File: config.mk
export PLATFORM = sky130hd
export DESIGN_NAME = kdtree_load_ctrl
export DESIGN_NICKNAME = d
export VERILOG_FILES = /design/src/rtl/kdtree_load_pkg.sv /design/src/rtl/kdtree_load_ctrl_patch_assembler.sv /design/src/rtl/kdtree_load_ctrl.sv
export SDC_FILE = /design/constraint.sdc
export NUM_CORES = 1
export LEC_CHECK = 0
export BUFFER_PORTS_ARGS = -buffer_cell sky130_fd_sc_hd__buf_2
export CORE_ASPECT_RATIO = 1.75
export CORE_UTILIZATION = 50
export DETAILED_ROUTE_END_ITERATION = 12
export GPL_TIMING_DRIVEN = 0
export PLACE_DENSITY = 0.74
export SYNTH_ARGS = -nofsm -noshare
export SYNTH_HDL_FRONTEND = slang
export SYNTH_SLANG_ARGS = --single-unit
export TNS_END_PERCENT = 5
File: constraint.sdc
create_clock -name clk -period 2.15 [get_ports clk]
set_input_delay 0.215 -clock clk [delete_from_list [all_inputs] [get_ports clk]]
set_output_delay 0.215 -clock clk [all_outputs]
set_load 0.02 [all_outputs]
File: src/rtl/kdtree_load_pkg.sv
// Shared types and constants for the kd-tree load sequencer: state encoding,
// record word counts and the packed patch type.
package kdtree_load_pkg;

   localparam int DEF_DATA_WIDTH = 11;
   localparam int DEF_PATCH_SIZE = 5;
   localparam int DEF_LEAF_SIZE  = 8;
   localparam int DEF_NUM_LEAVES = 64;
   localparam int DEF_NUM_QUERYS = 494;

   localparam int NUM_NODES      = DEF_NUM_LEAVES - 1;
   localparam int NODE_WORDS     = 2;
   localparam int LEAF_REC_WORDS = DEF_PATCH_SIZE + 1;

   typedef logic [DEF_PATCH_SIZE*DEF_DATA_WIDTH-1:0] patch_t;

   typedef enum logic [2:0] {
      S_IDLE,
      S_NODES,
      S_LEAVES,
      S_QUERIES,
      S_DONE
   } load_state_e;

endpackage

File: src/rtl/kdtree_load_ctrl_patch_assembler.sv
// Collects PATCH_SIZE words into one wide patch, word 0 ending in the LSBs.
// patch_next is the patch as it would look with din shifted in this cycle.
module patch_assembler #(
   parameter int DATA_WIDTH = 11,
   parameter int PATCH_SIZE = 5
) (
   input  logic                             clk,
   input  logic                             rst_n,
   input  logic                             clear,
   input  logic                             push,
   input  logic [DATA_WIDTH-1:0]            din,
   output logic                             full,
   output logic                             last,
   output logic [PATCH_SIZE*DATA_WIDTH-1:0] patch,
   output logic [PATCH_SIZE*DATA_WIDTH-1:0] patch_next
);

   localparam int PW = PATCH_SIZE * DATA_WIDTH;
   localparam int WC = $clog2(PATCH_SIZE + 1);

   logic [WC-1:0] word_cnt;
   logic [PW-1:0] shreg;

   // New words enter at the top, so after PATCH_SIZE pushes word 0 sits in the LSBs.
   assign patch_next = {din, shreg[PW-1:DATA_WIDTH]};
   assign patch      = shreg;
   assign full       = (word_cnt == WC'(PATCH_SIZE));
   assign last       = (word_cnt == WC'(PATCH_SIZE - 1));

   always_ff @(posedge clk or negedge rst_n) begin
      if (!rst_n) begin
         word_cnt <= '0;
         shreg    <= '0;
      end else if (clear) begin
         word_cnt <= '0;
         shreg    <= '0;
      end else if (push && !full) begin
         word_cnt <= word_cnt + 1'b1;
         shreg    <= patch_next;
      end
   end

endmodule

File: src/rtl/kdtree_load_ctrl.sv
// Routes the input word stream into node table, leaf memory and query memory
// after a load_kdtree pulse, then flags load_done.
//
// state     | meaning
// S_IDLE    | waiting for first load_kdtree, FIFO untouched
// S_NODES   | index/median pairs -> node table
// S_LEAVES  | 5 data words + pidx -> leaf memory
// S_QUERIES | 5 data words -> query memory
// S_DONE    | all records written, load_done high, FIFO untouched
module kdtree_load_ctrl
   import kdtree_load_pkg::*;
#(
   parameter int DATA_WIDTH  = DEF_DATA_WIDTH,
   parameter int PATCH_SIZE  = DEF_PATCH_SIZE,
   parameter int LEAF_SIZE   = DEF_LEAF_SIZE,
   parameter int NUM_LEAVES  = DEF_NUM_LEAVES,
   parameter int NUM_QUERYS  = DEF_NUM_QUERYS,
   parameter int QADDR_WIDTH = $clog2(NUM_QUERYS)
) (
   input  logic                                clk,
   input  logic                                rst_n,
   input  logic                                load_kdtree,
   input  logic [DATA_WIDTH-1:0]               in_fifo_rdata,
   input  logic                                in_fifo_rempty_n,
   output logic                                in_fifo_deq,
   output logic                                node_wen,
   output logic [$clog2(NUM_LEAVES-1)-1:0]     node_waddr,
   output logic [DATA_WIDTH-1:0]               node_idx,
   output logic [DATA_WIDTH-1:0]               node_median,
   output logic                                leaf_wen,
   output logic [$clog2(NUM_LEAVES)-1:0]       leaf_waddr,
   output logic [$clog2(LEAF_SIZE)-1:0]        leaf_slot,
   output logic [PATCH_SIZE*DATA_WIDTH-1:0]    leaf_wpatch,
   output logic [DATA_WIDTH-1:0]               leaf_wpidx,
   output logic                                query_wen,
   output logic [QADDR_WIDTH-1:0]              query_waddr,
   output logic [PATCH_SIZE*DATA_WIDTH-1:0]    query_wpatch,
   output logic                                busy,
   output logic                                load_done
);

   localparam int NODE_AW = $clog2(NUM_LEAVES - 1);
   localparam int LEAF_AW = $clog2(NUM_LEAVES);
   localparam int SLOT_W  = $clog2(LEAF_SIZE);
   localparam int PW      = PATCH_SIZE * DATA_WIDTH;

   localparam logic [NODE_AW-1:0]     NODE_LAST  = NODE_AW'(NUM_LEAVES - 2);
   localparam logic [LEAF_AW-1:0]     LEAF_LAST  = LEAF_AW'(NUM_LEAVES - 1);
   localparam logic [SLOT_W-1:0]      SLOT_LAST  = SLOT_W'(LEAF_SIZE - 1);
   localparam logic [QADDR_WIDTH-1:0] QUERY_LAST = QADDR_WIDTH'(NUM_QUERYS - 1);
   localparam logic                   NODE_WLAST = 1'(NODE_WORDS - 1);

   load_state_e            state;
   logic [NODE_AW-1:0]     node_cnt;
   logic                   node_word;
   logic [DATA_WIDTH-1:0]  idx_hold;
   logic [SLOT_W-1:0]      slot_cnt;
   logic [LEAF_AW-1:0]     leaf_cnt;
   logic [QADDR_WIDTH-1:0] query_cnt;

   logic          in_load;
   logic          asm_push;
   logic          asm_clear;
   logic          asm_full;
   logic          asm_last;
   logic [PW-1:0] asm_patch;
   logic [PW-1:0] asm_patch_next;

   assign in_load     = (state == S_NODES) || (state == S_LEAVES) || (state == S_QUERIES);
   assign busy        = in_load;
   assign in_fifo_deq = in_load && in_fifo_rempty_n;

   // In LEAVES the word after a full patch is the pidx and must not enter the shift register.
   assign asm_push  = in_fifo_deq && !load_kdtree &&
                      (((state == S_LEAVES) && !asm_full) || (state == S_QUERIES));
   assign asm_clear = load_kdtree ||
                      (in_fifo_deq && (((state == S_LEAVES) && asm_full) ||
                                       ((state == S_QUERIES) && asm_last)));

   patch_assembler #(
      .DATA_WIDTH (DATA_WIDTH),
      .PATCH_SIZE (PATCH_SIZE)
   ) u_patch_assembler (
      .clk        (clk),
      .rst_n      (rst_n),
      .clear      (asm_clear),
      .push       (asm_push),
      .din        (in_fifo_rdata),
      .full       (asm_full),
      .last       (asm_last),
      .patch      (asm_patch),
      .patch_next (asm_patch_next)
   );

   always_ff @(posedge clk or negedge rst_n) begin
      if (!rst_n) begin
         state        <= S_IDLE;
         node_cnt     <= '0;
         node_word    <= 1'b0;
         idx_hold     <= '0;
         slot_cnt     <= '0;
         leaf_cnt     <= '0;
         query_cnt    <= '0;
         node_wen     <= 1'b0;
         node_waddr   <= '0;
         node_idx     <= '0;
         node_median  <= '0;
         leaf_wen     <= 1'b0;
         leaf_waddr   <= '0;
         leaf_slot    <= '0;
         leaf_wpatch  <= '0;
         leaf_wpidx   <= '0;
         query_wen    <= 1'b0;
         query_waddr  <= '0;
         query_wpatch <= '0;
         load_done    <= 1'b0;
      end else begin
         node_wen  <= 1'b0;
         leaf_wen  <= 1'b0;
         query_wen <= 1'b0;
         // Lags the DONE entry by one cycle so it follows the final query strobe.
         load_done <= (state == S_DONE);

         if (load_kdtree) begin
            state     <= S_NODES;
            node_cnt  <= '0;
            node_word <= 1'b0;
            slot_cnt  <= '0;
            leaf_cnt  <= '0;
            query_cnt <= '0;
            load_done <= 1'b0;
         end else if (in_fifo_deq) begin
            case (state)
               S_NODES: begin
                  if (node_word == NODE_WLAST) begin
                     node_wen    <= 1'b1;
                     node_waddr  <= node_cnt;
                     node_idx    <= idx_hold;
                     node_median <= in_fifo_rdata;
                     node_word   <= 1'b0;
                     if (node_cnt == NODE_LAST) begin
                        node_cnt <= '0;
                        state    <= S_LEAVES;
                     end else begin
                        node_cnt <= node_cnt + 1'b1;
                     end
                  end else begin
                     idx_hold  <= in_fifo_rdata;
                     node_word <= 1'b1;
                  end
               end
               S_LEAVES: begin
                  if (asm_full) begin
                     leaf_wen    <= 1'b1;
                     leaf_waddr  <= leaf_cnt;
                     leaf_slot   <= slot_cnt;
                     leaf_wpatch <= asm_patch;
                     leaf_wpidx  <= in_fifo_rdata;
                     if (slot_cnt == SLOT_LAST) begin
                        slot_cnt <= '0;
                        if (leaf_cnt == LEAF_LAST) begin
                           leaf_cnt <= '0;
                           state    <= S_QUERIES;
                        end else begin
                           leaf_cnt <= leaf_cnt + 1'b1;
                        end
                     end else begin
                        slot_cnt <= slot_cnt + 1'b1;
                     end
                  end
               end
               S_QUERIES: begin
                  if (asm_last) begin
                     query_wen    <= 1'b1;
                     query_waddr  <= query_cnt;
                     query_wpatch <= asm_patch_next;
                     if (query_cnt == QUERY_LAST) begin
                        query_cnt <= '0;
                        state     <= S_DONE;
                     end else begin
                        query_cnt <= query_cnt + 1'b1;
                     end
                  end
               end
               default: begin
               end
            endcase
         end
      end
   end

endmodule
Word level (Yosys, flattened, before mapping)

Index checks and enable logic that the tools add are counted.

$add $sub $neg: 5
Equality and inequality tests: 17
Multiplexer cells: 52
Bitwise logic cells: 2
Reductions and logical operators: 35

Operators by type and width:

| cell                                                   | number |
|---|---|
| two-way mux 55 bit                                     | 2 |
| two-way mux 6 bit                                      | 11 |
| two-way mux 3 bit                                      | 16 |
| two-way mux 9 bit                                      | 5 |
| AND reduction 4 bit                                    | 5 |
| nonzero test 2 bit                                     | 9 |
| two-way mux 1 bit                                      | 17 |
| adder 6 x 1 -> 6 bit (second input constant)           | 2 |
| == test 3 bit (second input constant)                  | 4 |
| == test 6 bit (second input constant)                  | 2 |
| inequality test 3 x 2 -> 1 bit (second input constant) | 4 |
| adder 9 x 1 -> 9 bit (second input constant)           | 1 |
| == test 9 bit (second input constant)                  | 1 |
| inequality test 3 bit (second input constant)          | 3 |
| one-hot mux 3 bit (3 select lines)                     | 1 |
| AND reduction 3 bit                                    | 3 |
| AND reduction 9 bit                                    | 1 |
| logical AND 1 bit                                      | 8 |
| adder 3 x 1 -> 3 bit (second input constant)           | 2 |
| == test 3 x 2 -> 1 bit (second input constant)         | 2 |
| logical OR 1 bit                                       | 5 |
| nonzero test 4 bit                                     | 1 |
| == test 3 x 1 -> 1 bit (second input constant)         | 1 |
| logical NOT 1 bit                                      | 2 |
| other kinds (2)                                        | 3 |

Register bits: 268
Bits of input ports: 15
Output and inout bits: 173
Word-level logic and storage cells: 133

Longest topological paths before layout

Depth in word-level cells: 9
Depth in mapped cells: 8
Depth with buffers taken out: 6

Cells and area by module

Synthesis repeated with hierarchy kept, for this count alone.

Cell total of the unflattened synthesis: 835
Area, all modules: 11657.4 um^2

Modules (own cells, without submodules):

| module           | instances | cells each | area an instance (um^2) | sequential area each (um^2) |
|---|---|---|---|---|
| kdtree_load_ctrl | 1         | 569        | 8434.3                  | 5255.0 |
| patch_assembler  | 1         | 266        | 3223.1                  | 1451.4 |

Least setup slack after synthesis

Ideal clock, no wire load.

Path type: reg-to-reg
Start: reg u_patch_assembler.word_cnt[0]
End: reg query_cnt[8]
Data arrival time: 1.867 ns
Data required time: 2.007 ns
Setup slack: 0.140 ns
Stages on the path, launching flop included: 7
Path buffers: 0
Period minus slack after synthesis: 2.010 ns
Path through: dfrtp_1 -> inv_1 -> ha_1 -> nand3_2 -> or4_4 -> a2111oi_4 -> o221ai_2

Cells in the longest elaborated chain, start to end: 3

Ends and longest elaborated chain:

| item                          | line                                   | text |
|---|---|---|
| start, declared               | kdtree_load_ctrl_patch_assembler.sv:21 | `logic [WC-1:0] word_cnt;` |
| start signal, assigned        | kdtree_load_ctrl_patch_assembler.sv:38 | `word_cnt <= word_cnt + 1'b1;` |
| == test 3 bit                 | kdtree_load_ctrl_patch_assembler.sv:28 | `assign last = (word_cnt == WC'(PATCH_SIZE - 1));` |
| nonzero test 2 bit (no line)  | -                                      |  |
| AND reduction 3 bit (no line) | -                                      |  |
| end signal, assigned          | kdtree_load_ctrl.sv:181                | `query_cnt <= query_cnt + 1'b1;` |
| end, declared                 | kdtree_load_ctrl.sv:59                 | `logic [QADDR_WIDTH-1:0] query_cnt;` |

Every way passes these cells.
A chain may end at the register's enable or synchronous reset.

Final worst setup path

Start: reg query_cnt[1]
End: reg query_cnt[8]

Cells in the longest elaborated chain, start to end: 6
Elaborated cells between the ends (all ways): 7

Ends and longest elaborated chain:

| item                                                         | line                                             | text |
|---|---|---|
| adder 9 x 1 -> 9 bit / == test 9 bit (equally long branches) | kdtree_load_ctrl.sv:181, kdtree_load_ctrl.sv:177 |  |
| two-way mux 9 bit *                                          | kdtree_load_ctrl.sv:177                          | `if (query_cnt == QUERY_LAST) begin` |
| two-way mux 9 bit *                                          | kdtree_load_ctrl.sv:173                          | `if (asm_last) begin` |
| two-way mux 9 bit *                                          | kdtree_load_ctrl.sv:133                          | `case (state)` |
| two-way mux 9 bit *                                          | kdtree_load_ctrl.sv:132                          | `end else if (in_fifo_deq) begin` |
| two-way mux 9 bit *                                          | kdtree_load_ctrl.sv:124                          | `if (load_kdtree) begin` |

Mark *: on every way between the ends. The rest lies on a longest branch, timed or not. The select of a mux whose other input is x is not followed.

==> impl_results.md <==
- WL/cell: 18.4 µm
- Area of the die: 22100 µm²
- Net load switching power: 2.91 mW
- Placer Congestion: 0.803
- Nature of the critical path endpoint: flop
- Max IR drop VDD: 896 µV
- TritonCTS Buffers: 25
- Initial antenna violation count: 0
- Setup Skew: 0.0122 ns
- ANT nets after route: 0
- # setup viols final: 0
- Mapped Area: 10700 µm²
- Area of the multi-input gates: 3780 µm²
- Synth Flop Type: dfrtp_1
- Largest net degree at the start of global routing: 125
- IO Count: 188
- Synth Instances: 830
- YS warnings: 0
- CTS tree: done
- HP Class: in -> async
- FMAX: 482 MHz
- Req. time, crit path: 2.54 ns
- Nets: 1085
- Flop pwr share: 48.7%
- Via-per-instance ratio: 5.42
- Avg Inst Size Synth: 12.9 µm²
- WS Path Type: reg -> reg
- R2r endpoint: query_cnt[8]
- Initial core utilization: 51.2%
- Max-slew violations: 0
- Clock Sinks: 268
- Port buffer count: 187
- Unrepaired setup endpoints after global routing: true
- R2R Setup Slk: 0.08 ns
- Clock Tree Root: clkbuf_16
- Clock Tree Buf Depth: 3
- Asr flop ratio synth: 100%
- Final WL: 24400 µm
- Vias: 7192
- Row count: 70
- Die X: 113 µm
- Clock Latency Late Sink: 0.52 ns
- Tightest Pin Transition: 0.636 ns
- Initial DRC count: 285
- Cell Pwr Density: 875 nW/µm²
- Hold WS: 0.164 ns
- DRC errors left: 0
- Number of flops mapped to enable cells by yosys: 0
- First-pass GRT wire length: 38800 µm
- Area Overhead vs Synth: 21.7%
- Final hold violations: 0
- Crit Path Max Fanout: 7
- Total gr overflow: 0
- Sequential area share after synthesis: 62.6%
- Core box area: 20900 µm²
- Die height: 196 µm
- Comb pwr share: 12.7%
- R2R Path Start: query_cnt[1]
- Slew margin rel.: 57.6%
- Max Cap Violations: 0
- N_diodes: 0
- Core Util, Final: 62.3%
- Met1 Use GR: 26.4%
- H-tree lvl count: 1
- CP startpoint kind: flop
- GR peak layer: met2
- Final period util: 96.5%
- Sw Ratio: 25.5%
- Met3 usage: 3.37%
- Internal power: 8.51 mW
- Met2 usage: 41.0%
- DP Wirelength: 17200 µm
- Total GRT Usage: 22.4%
- Syn Nets: 855
- Static leakage: 6.79 nW
- Synth cell types: 47
- Vias in the first global route: 7353
- FF+latch count, synth: 268
- Detailed Routing Iterations Pass 1: 5
- Status: finished clean
- Clock network power share: 38.6%
- Crit path DAT: 2.46 ns
- Register area: 6710 µm²
- Fillers: 1658
- Cells on worst reg2reg path: 7
- Proportion of layout cells with a drive suffix above 1: 40.3%
- Reg clk slew, reported paths: 0.07 ns
- Fin crit period: 2.07 ns
[power by group through the flow]
| stage | Combinational (mW) | Sequential (mW) | Clock (mW) |
|---|---|---|---|
| floorplan | 0.662 | 5.85 | 0 |
| global placement | 1.37 | 5.64 | 0 |
| detailed placement | 1.40 | 5.66 | 0 |
| CTS | 1.44 | 5.57 | 4.48 |
| global route | 1.57 | 5.61 | 4.66 |
| finish | 1.45 | 5.56 | 4.41 |
[kinds of logic (layout without fill, tap and decap cells)]
kind of cell | Yosys count | count (layout) | synth area share [%]
xor gates and xnor gates | 8 | 8 | 0.654
adders and majority gates | 10 | 10 | 1.17
muxes | 185 | 185 | 19.3
AOI/OAI and AO/OA | 96 | 96 | 5.10
and+or+nand+nor | 206 | 206 | 8.80
buffers and inverters | 57 | 303 | 2.38
DFF | 268 | 268 | 62.6
[layer usage]
layer	vias up	part of all wire, %
met5	-	0
met1	3626	39
met3	42	4.3
met4	0	2.7
li1	3329	-
met2	195	54
[stage by stage]
stage	cells	cell area [µm²]	power (mW)	worst slack, ns	TNS (ns)
2_1_floorplan	830	10700	6.51	0.140	0
3_3_place_gp	1269	12000	7.01	-3.89	-1046.16
3_5_place_dp	1271	12000	7.06	-0.314	-12.61
4_1_cts	1327	13000	11.5	0.000771	0
5_1_grt	1328	13100	11.8	-0.0172	-0.0295
6_report	1328	13100	11.4	0.0761	0
[worst max-delay path by stage]
stage          slack [ns]          endpoint  depth (start not counted)                     startpoint
2_1_floorplan        0.14      query_cnt[8]                          6  u_patch_assembler.word_cnt[0]
3_3_place_gp        -3.89  query_wpatch[21]                          1                          rst_n
3_5_place_dp        -0.31   leaf_wpatch[40]                          7  u_patch_assembler.word_cnt[1]
4_1_cts            0.0008       node_idx[1]                          8                       state[1]
5_1_grt             -0.02      query_cnt[8]                          7                   query_cnt[1]
6_report             0.08      query_cnt[8]                          7                   query_cnt[1]
[timing repair]
item                                    CTS  global route
hold buffers                             12             0
setup buffers                             1             2
pin swaps                                 1             1
resized for setup                        15            11
endpoints found under the setup margin   91            84
hold endpoints to repair                 63             0
[critical path: stages, from the launching register on]
cell       delay, ns
dfrtp_1         0.41
inv_1           0.11
ha_2            0.20
nand4_4         0.12
or4_4           0.53
a2111oi_4       0.31
buf_6           0.18
o221ai_2        0.08
[sequential cells by signal, indices dropped and copies added (netlist names), 6 cells and up]
signal,count
node_cnt,6
query_wpatch,55
leaf_wpatch,55
idx_hold,11
leaf_cnt,6
node_idx,11
node_median,11
leaf_waddr,6
leaf_wpidx,11
query_waddr,9
u_patch_assembler.patch,55
node_waddr,6
query_cnt,9
[Yosys cell counts, types with 2 or more instances]
| cell type | n | share of area, % |
|---|---|---|
| or3_1 | 6 | 0.35 |
| mux2_2 | 159 | 17 |
| xor2_1 | 4 | 0.33 |
| mux2i_1 | 8 | 0.75 |
| nand4b_1 | 2 | 0.16 |
| ha_1 | 10 | 1.2 |
| nand4_1 | 2 | 0.12 |
| nand2_1 | 132 | 4.6 |
| and2_1 | 4 | 0.23 |
| o21ai_0 | 10 | 0.47 |
| and3_1 | 2 | 0.12 |
| xnor2_1 | 4 | 0.33 |
| a21oi_1 | 72 | 3.4 |
| o21a_1 | 3 | 0.21 |
| nor4b_1 | 2 | 0.16 |
| or4_1 | 6 | 0.42 |
| nor3_1 | 3 | 0.14 |
| nor2_1 | 19 | 0.67 |
| buf_1 | 6 | 0.21 |
| o31ai_1 | 4 | 0.28 |
| nand3_1 | 16 | 0.75 |
| inv_1 | 11 | 0.39 |
| dfrtp_1 | 268 | 63 |
| buf_2 | 22 | 1.0 |
| mux2_1 | 18 | 1.9 |
| clkbuf_1 | 15 | 0.53 |
| nand2b_1 | 2 | 0.12 |
[cells in the final DEF (no fill, tap or decap), types with 3 or more instances in the layout]
cell type,netlist,routed
o31ai_1,4,4
o21ai_0,10,10
mux2_1,18,18
nand2_1,132,132
or3_1,6,6
nand3_1,16,15
buf_6,1,3
buf_2,22,204
clkinv_2,0,6
o21a_1,3,3
mux2i_1,8,8
buf_4,1,7
clkbuf_2,0,4
nor2_1,19,19
xnor2_1,4,4
dfrtp_1,268,268
mux2_2,159,159
ha_1,10,8
clkbuf_16,0,25
clkbuf_1,15,18
inv_1,11,11
or4_1,6,6
dlygate4sd3_1,0,12
a21oi_1,72,72
bufinv_16,0,3
xor2_1,4,4
and2_1,4,4
[layout make-up]
class,count,area share [%]
Buffer,44,1.85
Clock buffer,33,5.18
Clock inverter,10,0.988
Inverter,12,0.384
Multi-Input combinational cell,505,29.0
Sequential cell,268,51.4
Tap cell,252,2.42
Timing Repair Buffer,204,8.79
(Power assumes the default switching activity.)
